### src/rtl/mem_pkg.sv
// Shared definitions for the memory access controller and the freeze logic:
// mem_state status codes and the controller FSM encoding.
package mem_pkg;

  localparam int unsigned MEM_STATE_W = 3;

  // Status codes published on mem_state; the freeze logic decodes these too.
  localparam logic [MEM_STATE_W-1:0] MEM_FREE  = 3'b000;
  localparam logic [MEM_STATE_W-1:0] MEM_STALL = 3'b111;
  localparam logic [MEM_STATE_W-1:0] MEM_DONE  = 3'b100;

  typedef enum logic [1:0] {
    ST_IDLE = 2'd0,
    ST_REQ  = 2'd1,
    ST_WAIT = 2'd2,
    ST_DONE = 2'd3
  } fsm_state_e;

  // Status code shown to the freeze logic while the FSM sits in state s.
  function automatic logic [MEM_STATE_W-1:0] state_code(input fsm_state_e s);
    case (s)
      ST_IDLE: return MEM_FREE;
      ST_DONE: return MEM_DONE;
      default: return MEM_STALL;
    endcase
  endfunction

endpackage

### src/rtl/mem_timeout_cnt.sv
// Watchdog counter for the WAIT state. Cleared on entry to WAIT, counts each
// enabled cycle; expired_c is high in the enabled cycle that reaches TO_CYC.
module mem_timeout_cnt #(
  parameter int unsigned TO_CYC = 64
) (
  input  logic clk,
  input  logic rst,
  input  logic clr,
  input  logic en,
  output logic expired_c
);

  localparam int unsigned CW = $clog2(TO_CYC + 1);

  logic [CW-1:0] cnt_q;

  // Count WAIT cycles; hold at the limit so the counter never wraps.
  always_ff @(posedge clk) begin
    if (rst || clr) begin
      cnt_q <= '0;
    end else if (en && (cnt_q != CW'(TO_CYC))) begin
      cnt_q <= cnt_q + CW'(1);
    end
  end

  // The current WAIT cycle is the TO_CYC-th one (count is zero in the first).
  assign expired_c = en && (cnt_q == CW'(TO_CYC - 1));

endmodule

### src/rtl/mem_access_ctrl.sv
// Memory access controller: runs the single-word request/ready handshake with
// external memory and publishes the mem_state code consumed by the freeze logic.
// Optional watchdog on WAIT enabled by defining MEM_TIMEOUT_EN.
module mem_access_ctrl
  import mem_pkg::*;
#(
  parameter int unsigned AW     = 32,
  parameter int unsigned DW     = 32,
  parameter int unsigned TO_CYC = 64
) (
  input  logic                   clk,
  input  logic                   rst,
  input  logic                   cpu_rd,
  input  logic                   cpu_wr,
  input  logic [AW-1:0]          cpu_addr,
  input  logic [DW-1:0]          cpu_wdata,
  output logic [DW-1:0]          cpu_rdata,
  output logic [MEM_STATE_W-1:0] mem_state,
  output logic                   mem_err,
  output logic                   mem_req,
  output logic                   mem_we,
  output logic [AW-1:0]          mem_addr,
  output logic [DW-1:0]          mem_wdata,
  input  logic [DW-1:0]          mem_rdata,
  input  logic                   mem_ready
);

  fsm_state_e              state_q;
  fsm_state_e              state_d;
  logic [MEM_STATE_W-1:0]  mem_state_d;
  logic                    mem_req_d;
  logic                    mem_we_d;
  logic [AW-1:0]           mem_addr_d;
  logic [DW-1:0]           mem_wdata_d;
  logic [DW-1:0]           cpu_rdata_d;
  logic                    mem_err_d;
  logic                    to_expired_c;

`ifdef MEM_TIMEOUT_EN
  logic cnt_clr_c;
  logic cnt_en_c;

  // Counter restarts while in REQ so it reads zero in the first WAIT cycle.
  assign cnt_clr_c = (state_q == ST_REQ);
  assign cnt_en_c  = (state_q == ST_WAIT);

  mem_timeout_cnt #(
    .TO_CYC (TO_CYC)
  ) u_timeout (
    .clk       (clk),
    .rst       (rst),
    .clr       (cnt_clr_c),
    .en        (cnt_en_c),
    .expired_c (to_expired_c)
  );
`else
  // Watchdog absent: WAIT lasts until memory answers.
  localparam int unsigned unused_to_cyc = TO_CYC;
  assign to_expired_c = 1'b0;
`endif

  // Next-state and next-output logic; outputs follow the state being entered.
  always_comb begin
    state_d     = state_q;
    mem_we_d    = mem_we;
    mem_addr_d  = mem_addr;
    mem_wdata_d = mem_wdata;
    cpu_rdata_d = cpu_rdata;
    mem_err_d   = mem_err;

    case (state_q)
      ST_IDLE: begin
        if (cpu_rd || cpu_wr) begin
          state_d     = ST_REQ;
          mem_addr_d  = cpu_addr;
          mem_wdata_d = cpu_wdata;
          // A simultaneous read and write proceeds as a write and is flagged.
          mem_we_d    = cpu_wr;
          if (cpu_rd && cpu_wr) begin
            mem_err_d = 1'b1;
          end
        end
      end
      ST_REQ: begin
        state_d = ST_WAIT;
      end
      ST_WAIT: begin
        // A ready on the same edge as the watchdog limit is a clean completion.
        if (mem_ready) begin
          if (!mem_we) begin
            cpu_rdata_d = mem_rdata;
          end
          state_d = ST_DONE;
        end else if (to_expired_c) begin
          mem_err_d = 1'b1;
          state_d   = ST_DONE;
        end
      end
      ST_DONE: begin
        state_d = ST_IDLE;
      end
      default: begin
        state_d = ST_IDLE;
      end
    endcase

    mem_req_d   = (state_d == ST_REQ);
    mem_state_d = state_code(state_d);
  end

  // State and output registers; reset discards any in-flight response.
  always_ff @(posedge clk) begin
    if (rst) begin
      state_q   <= ST_IDLE;
      mem_state <= MEM_FREE;
      mem_req   <= 1'b0;
      mem_we    <= 1'b0;
      mem_addr  <= '0;
      mem_wdata <= '0;
      cpu_rdata <= '0;
      mem_err   <= 1'b0;
    end else begin
      state_q   <= state_d;
      mem_state <= mem_state_d;
      mem_req   <= mem_req_d;
      mem_we    <= mem_we_d;
      mem_addr  <= mem_addr_d;
      mem_wdata <= mem_wdata_d;
      cpu_rdata <= cpu_rdata_d;
      mem_err   <= mem_err_d;
    end
  end

endmodule
### config.mk
export PLATFORM = sky130hd
export DESIGN_NAME = mem_access_ctrl
export DESIGN_NICKNAME = d
export VERILOG_FILES = /design/src/rtl/mem_pkg.sv /design/src/rtl/mem_timeout_cnt.sv /design/src/rtl/mem_access_ctrl.sv
export SDC_FILE = /design/constraint.sdc
export NUM_CORES = 1
export LEC_CHECK = 0
export ABC_CLOCK_PERIOD_IN_PS = 4400
export CORE_UTILIZATION = 46
export CTS_CLUSTER_SIZE = 25
export DETAILED_ROUTE_END_ITERATION = 10
export PLACE_DENSITY = 0.87
export SYNTH_ARGS = -nofsm -noshare
export SYNTH_HDL_FRONTEND = slang
export SYNTH_SLANG_ARGS = --single-unit
### constraint.sdc
create_clock -name clk -period 4.4 [get_ports clk]
set_input_delay 0.66 -clock clk [delete_from_list [all_inputs] [get_ports clk]]
set_output_delay 0.66 -clock clk [all_outputs]
set_load 0.1 [all_outputs]
---- Yosys cells after proc, flatten, opt, wreduce, memory -nomap -nowiden ----
Cells that the tools add are included.
cells by class
  equality and inequality tests ........... 5
  mux-type cells .......................... 4
  bitwise logic cells ..................... 1
  reductions and logical operators ........ 7
operators by type and width
  cell                                           number
  one-hot mux 2 bit (4 select lines)             1
  == test 2 bit, second input constant           3
  one-hot mux 3 bit (2 select lines)             1
  AND reduction 3 bit                            2
  == test 2 x 1 -> 1 bit, second input constant  2
  logical NOT 2 bit                              2
  two-way mux 2 bit                              2
  AND reduction 2 bit                            1
  logical AND 1 bit                              1
  logical OR 1 bit                               1
  NOT 1 bit                                      1
word-level totals
  register bits ........................... 104
  word-level logic and storage cells ...... 25

---- Longest topological paths before layout ----
  depth after elaboration ................. 5
  depth in mapped cells ................... 6
  depth with buffers taken out ............ 6

---- Least setup slack after synthesis ----
No wires, ideal clock.
  path kind ............................... flip-flop to output port
  from .................................... reg mem_state[1]
  to ...................................... out mem_state[1]
  data arrival time ....................... 1.356 ns
  data required time ...................... 3.740 ns
  setup slack ............................. 2.384 ns
  cell stages (with the launch flop) ...... 2
  path buffers ............................ 1
  cell sequence ........................... dfxtp_1 -> buf_4
RTL lines
  what                    line                    RTL
  from (decl)             mem_access_ctrl.sv:18   output logic [MEM_STATE_W-1:0] mem_state,
  from (signal assigned)  mem_access_ctrl.sv:124  mem_state <= mem_state_d;
No word-level cell between the ends.

---- Worst setup path in the final report ----
  from .................................... reg cpu_rdata[7]
  to ...................................... out cpu_rdata[7]
RTL lines
  what                    line                    RTL
  from (decl)             mem_access_ctrl.sv:17   output logic [DW-1:0] cpu_rdata,
  from (signal assigned)  mem_access_ctrl.sv:129  cpu_rdata <= cpu_rdata_d;
No word-level cell between the ends.

==> results.sh <==
export IMPL_p_leak_nw=2.575
export IMPL_multi_input_area_sq_um=2332
export IMPL_path_max_fanout=2
export IMPL_num_antenna_cells=0
export IMPL_dieWidth_microns=102.1
export IMPL_fin_util_pct=69.79
export IMPL_cts_buffers=9
export IMPL_drive_gt1_share_pct=3.307
export IMPL_fin_crit_ns=2.543
export IMPL_nNetsFinal=736
export IMPL_path_clk_slew_ns=0.11
export IMPL_synth_top_cell_by_area="dfxtp_1"
export IMPL_grt_pass1_wl_mm=16.41
export IMPL_setup_worst_path_end_class="primary output"
export IMPL_syn_area_sq_um=4612
export IMPL_synthAdderAreaFrac_pct=1.356
export IMPL_crit_buf_inv=1
export IMPL_ios=203
export IMPL_slew_headroom_pct=20.25
export IMPL_cp_slowest_stage_delay_ns=1.16
export IMPL_std_cell_rows=36
export IMPL_synth_mux_area_share_pct=20.84
export IMPL_cp_cell_sequence="clkdlybuf4s50_1"
export IMPL_required_ns=3.74
export IMPL_yosys_area_share_simple_pct=27.02
export IMPL_status="finished, final reports clean"
export IMPL_cp_start_kind="flop"
export IMPL_min_period_over_period_pct=57.79
export IMPL_synth_edff_count=0
export IMPL_post_cts_buffers=0
export IMPL_yosys_top_cells_area="dfxtp_1 (45%), nand2b_1 (26%), mux2i_1 (21%)"
export IMPL_clockBufferDepth=2
export IMPL_grt_max_degree=138
export IMPL_fmax_mhz=393.3
export IMPL_wirelength_mm=10.55
export IMPL_hold_viol=0
export IMPL_hpwl_mm=7.526
export IMPL_ys_seq_elements=103
export IMPL_cts_sinks=103
export IMPL_ys_seq_area_share_pct=44.71
export IMPL_synth_most_common_cell="nand2b_1"
export IMPL_overflow=0
export IMPL_gp_congestion=0.7464
export IMPL_postRouteAntennaNets=0
export IMPL_yosysWarnings=0
export IMPL_synth_compound_area_share_pct=1.167
export IMPL_start_util_pct=47.40
export IMPL_crit_family="buffers and inverters"
export IMPL_portBuffers=202
export IMPL_fillCellCount=790
export IMPL_gr_usage_all_layers_pct=20.06
export IMPL_cts_hold_buf=0
export IMPL_grt_antenna_before_repair=0
export IMPL_area_growth_synth_to_final_pct=47.23
export IMPL_ys_async_sr_fraction_pct=0
export IMPL_synthXorXnorAreaFrac_pct=0
export IMPL_rsz0062_at_grt="false"
export IMPL_cts_tree="done"
export IMPL_setup_viol=0
export IMPL_fp_dieArea_sq_um=10430
export IMPL_cts_root_buf="clkbuf_8"
export IMPL_syn_avg_cell_area_sq_um=10.25
export IMPL_die_height_microns=102.1
export IMPL_synth_top_area_share_pct=44.71
export IMPL_vias_per_cell=4.646
export IMPL_p_per_area_nw_per_um2=611.7
export IMPL_grt_pass1_vias=3496
export IMPL_tightest_slew_ns=1.196
export IMPL_critPathKind="flop to primary output"
export IMPL_ctsResizeCount=0
export IMPL_min_path_type="flop to flop"
export IMPL_first_iter_violations=104
export IMPL_netlist_instances=450
export IMPL_fin_tns_setup_ns=0
export IMPL_synthTopCellsByCount="nand2b_1 (192), dfxtp_1 (103), mux2i_1 (96), clkbuf_1 (17), buf_6 (8)"
export IMPL_clk_latency_ns=0.36
export IMPL_vias=3568
export IMPL_holdWs_ns=0.4738
export IMPL_wire_per_inst_microns=13.74
export IMPL_drc=0
export IMPL_arrival_ns=1.88
export IMPL_first_pass_iters=4
export IMPL_maxSlewViolCount=0
export IMPL_regArea_sq_um=2062
export IMPL_ys_types=21
export IMPL_synth_nets=556
export IMPL_htreeDepth=3
export IMPL_skew_ns=0.01578
export IMPL_core_area_sq_um=9729
export IMPL_synth_top_family_by_area="simple AND/OR/NAND/NOR gates"
export IMPL_ys_flop_type="dfxtp_1"
export IMPL_drv_cap=0
export IMPL_irDropWorstVdd_uv=708.0
export IMPL_crit_path_top_delay_cell="clkdlybuf4s50_1"
[registers in the layout, indices dropped and copies added, names as in the netlist]
signal / count
mem_req: 1
mem_err: 1
state_q: 2
mem_addr: 32
mem_state: 2
mem_we: 1
cpu_rdata: 32
mem_wdata: 32
[cell usage in the layout, fill, tap and decap left out]
master             n
nor4b_1            1
a21oi_1            2
clkbuf_8          10
clkinvlp_4         1
buf_4              2
nor2b_1            2
inv_6              3
o21a_4             1
dfxtp_1          103
inv_1              4
nand2b_1         192
inv_8              1
nand2_1            1
a21o_1             1
a211oi_1           1
a21bo_2            1
clkinv_2           1
ha_1               5
and3b_2            1
nor2_1             3
mux2i_1           96
clkdlybuf4s50_1  201
a31oi_1            1
o21ai_0            1
[stage by stage]
step                setup slack, ns  total power, mW  instance area [sq um]  instances
detailed placement            1.773            3.618                   6603        752
global route                  1.779            4.332                   6790        768
floorplan                     2.384            3.116                   4612        450
CTS                           1.830            4.192                   6790        768
global placement              1.899            3.584                   6603        752
finish                        1.857            4.154                   6790        768
[logic make-up after synthesis]
kind of cell	count (synthesis)
muxes	96
and+or+nand+nor	200
adders and majority gates	5
AOI/OAI and AO/OA	8
DFF	103
buffers and inverters	38
[final timing paths]
check	start	endpoint	slack, ns	cells past startpoint
worst max-delay path	cpu_rdata[7]	cpu_rdata[7]	1.86	1
worst min-delay path	mem_addr[2]	mem_addr[2]	0.47	2
worst max register to register	state_q[0]	mem_addr[21]	2.32	4
worst min register to register	mem_addr[2]	mem_addr[2]	0.47	2
[where the power goes]
part / internal, mW / switching [mW] / leakage (nW)
logic: 0.656 / 1.71 / 1.63
registers: 1.12 / 0.0979 / 0.845
clock network: 0.231 / 0.337 / 0.0956
[routing by layer]
| metal | share of wire [%] | vias to the layer above | GRT usage, % |
|---|---|---|---|
| met5 | 0 | - | 0 |
| met4 | 2.3 | 0 | 7.363 |
| met3 | 6.9 | 14 | 6.293 |
| met2 | 49 | 110 | 34.90 |
| met1 | 42 | 1646 | 23.08 |
| li1 | - | 1798 | - |
[layout make-up]
type / count / share of cell area [%]
clock inverter: 6 / 0.7371
inverter: 4 / 0.2211
timing repair buffer: 203 / 29.85
sequential: 103 / 30.37
tap: 133 / 2.451
multi-input combinational: 309 / 34.35
clock buffer: 10 / 2.027
(Power assumes the default switching activity.)
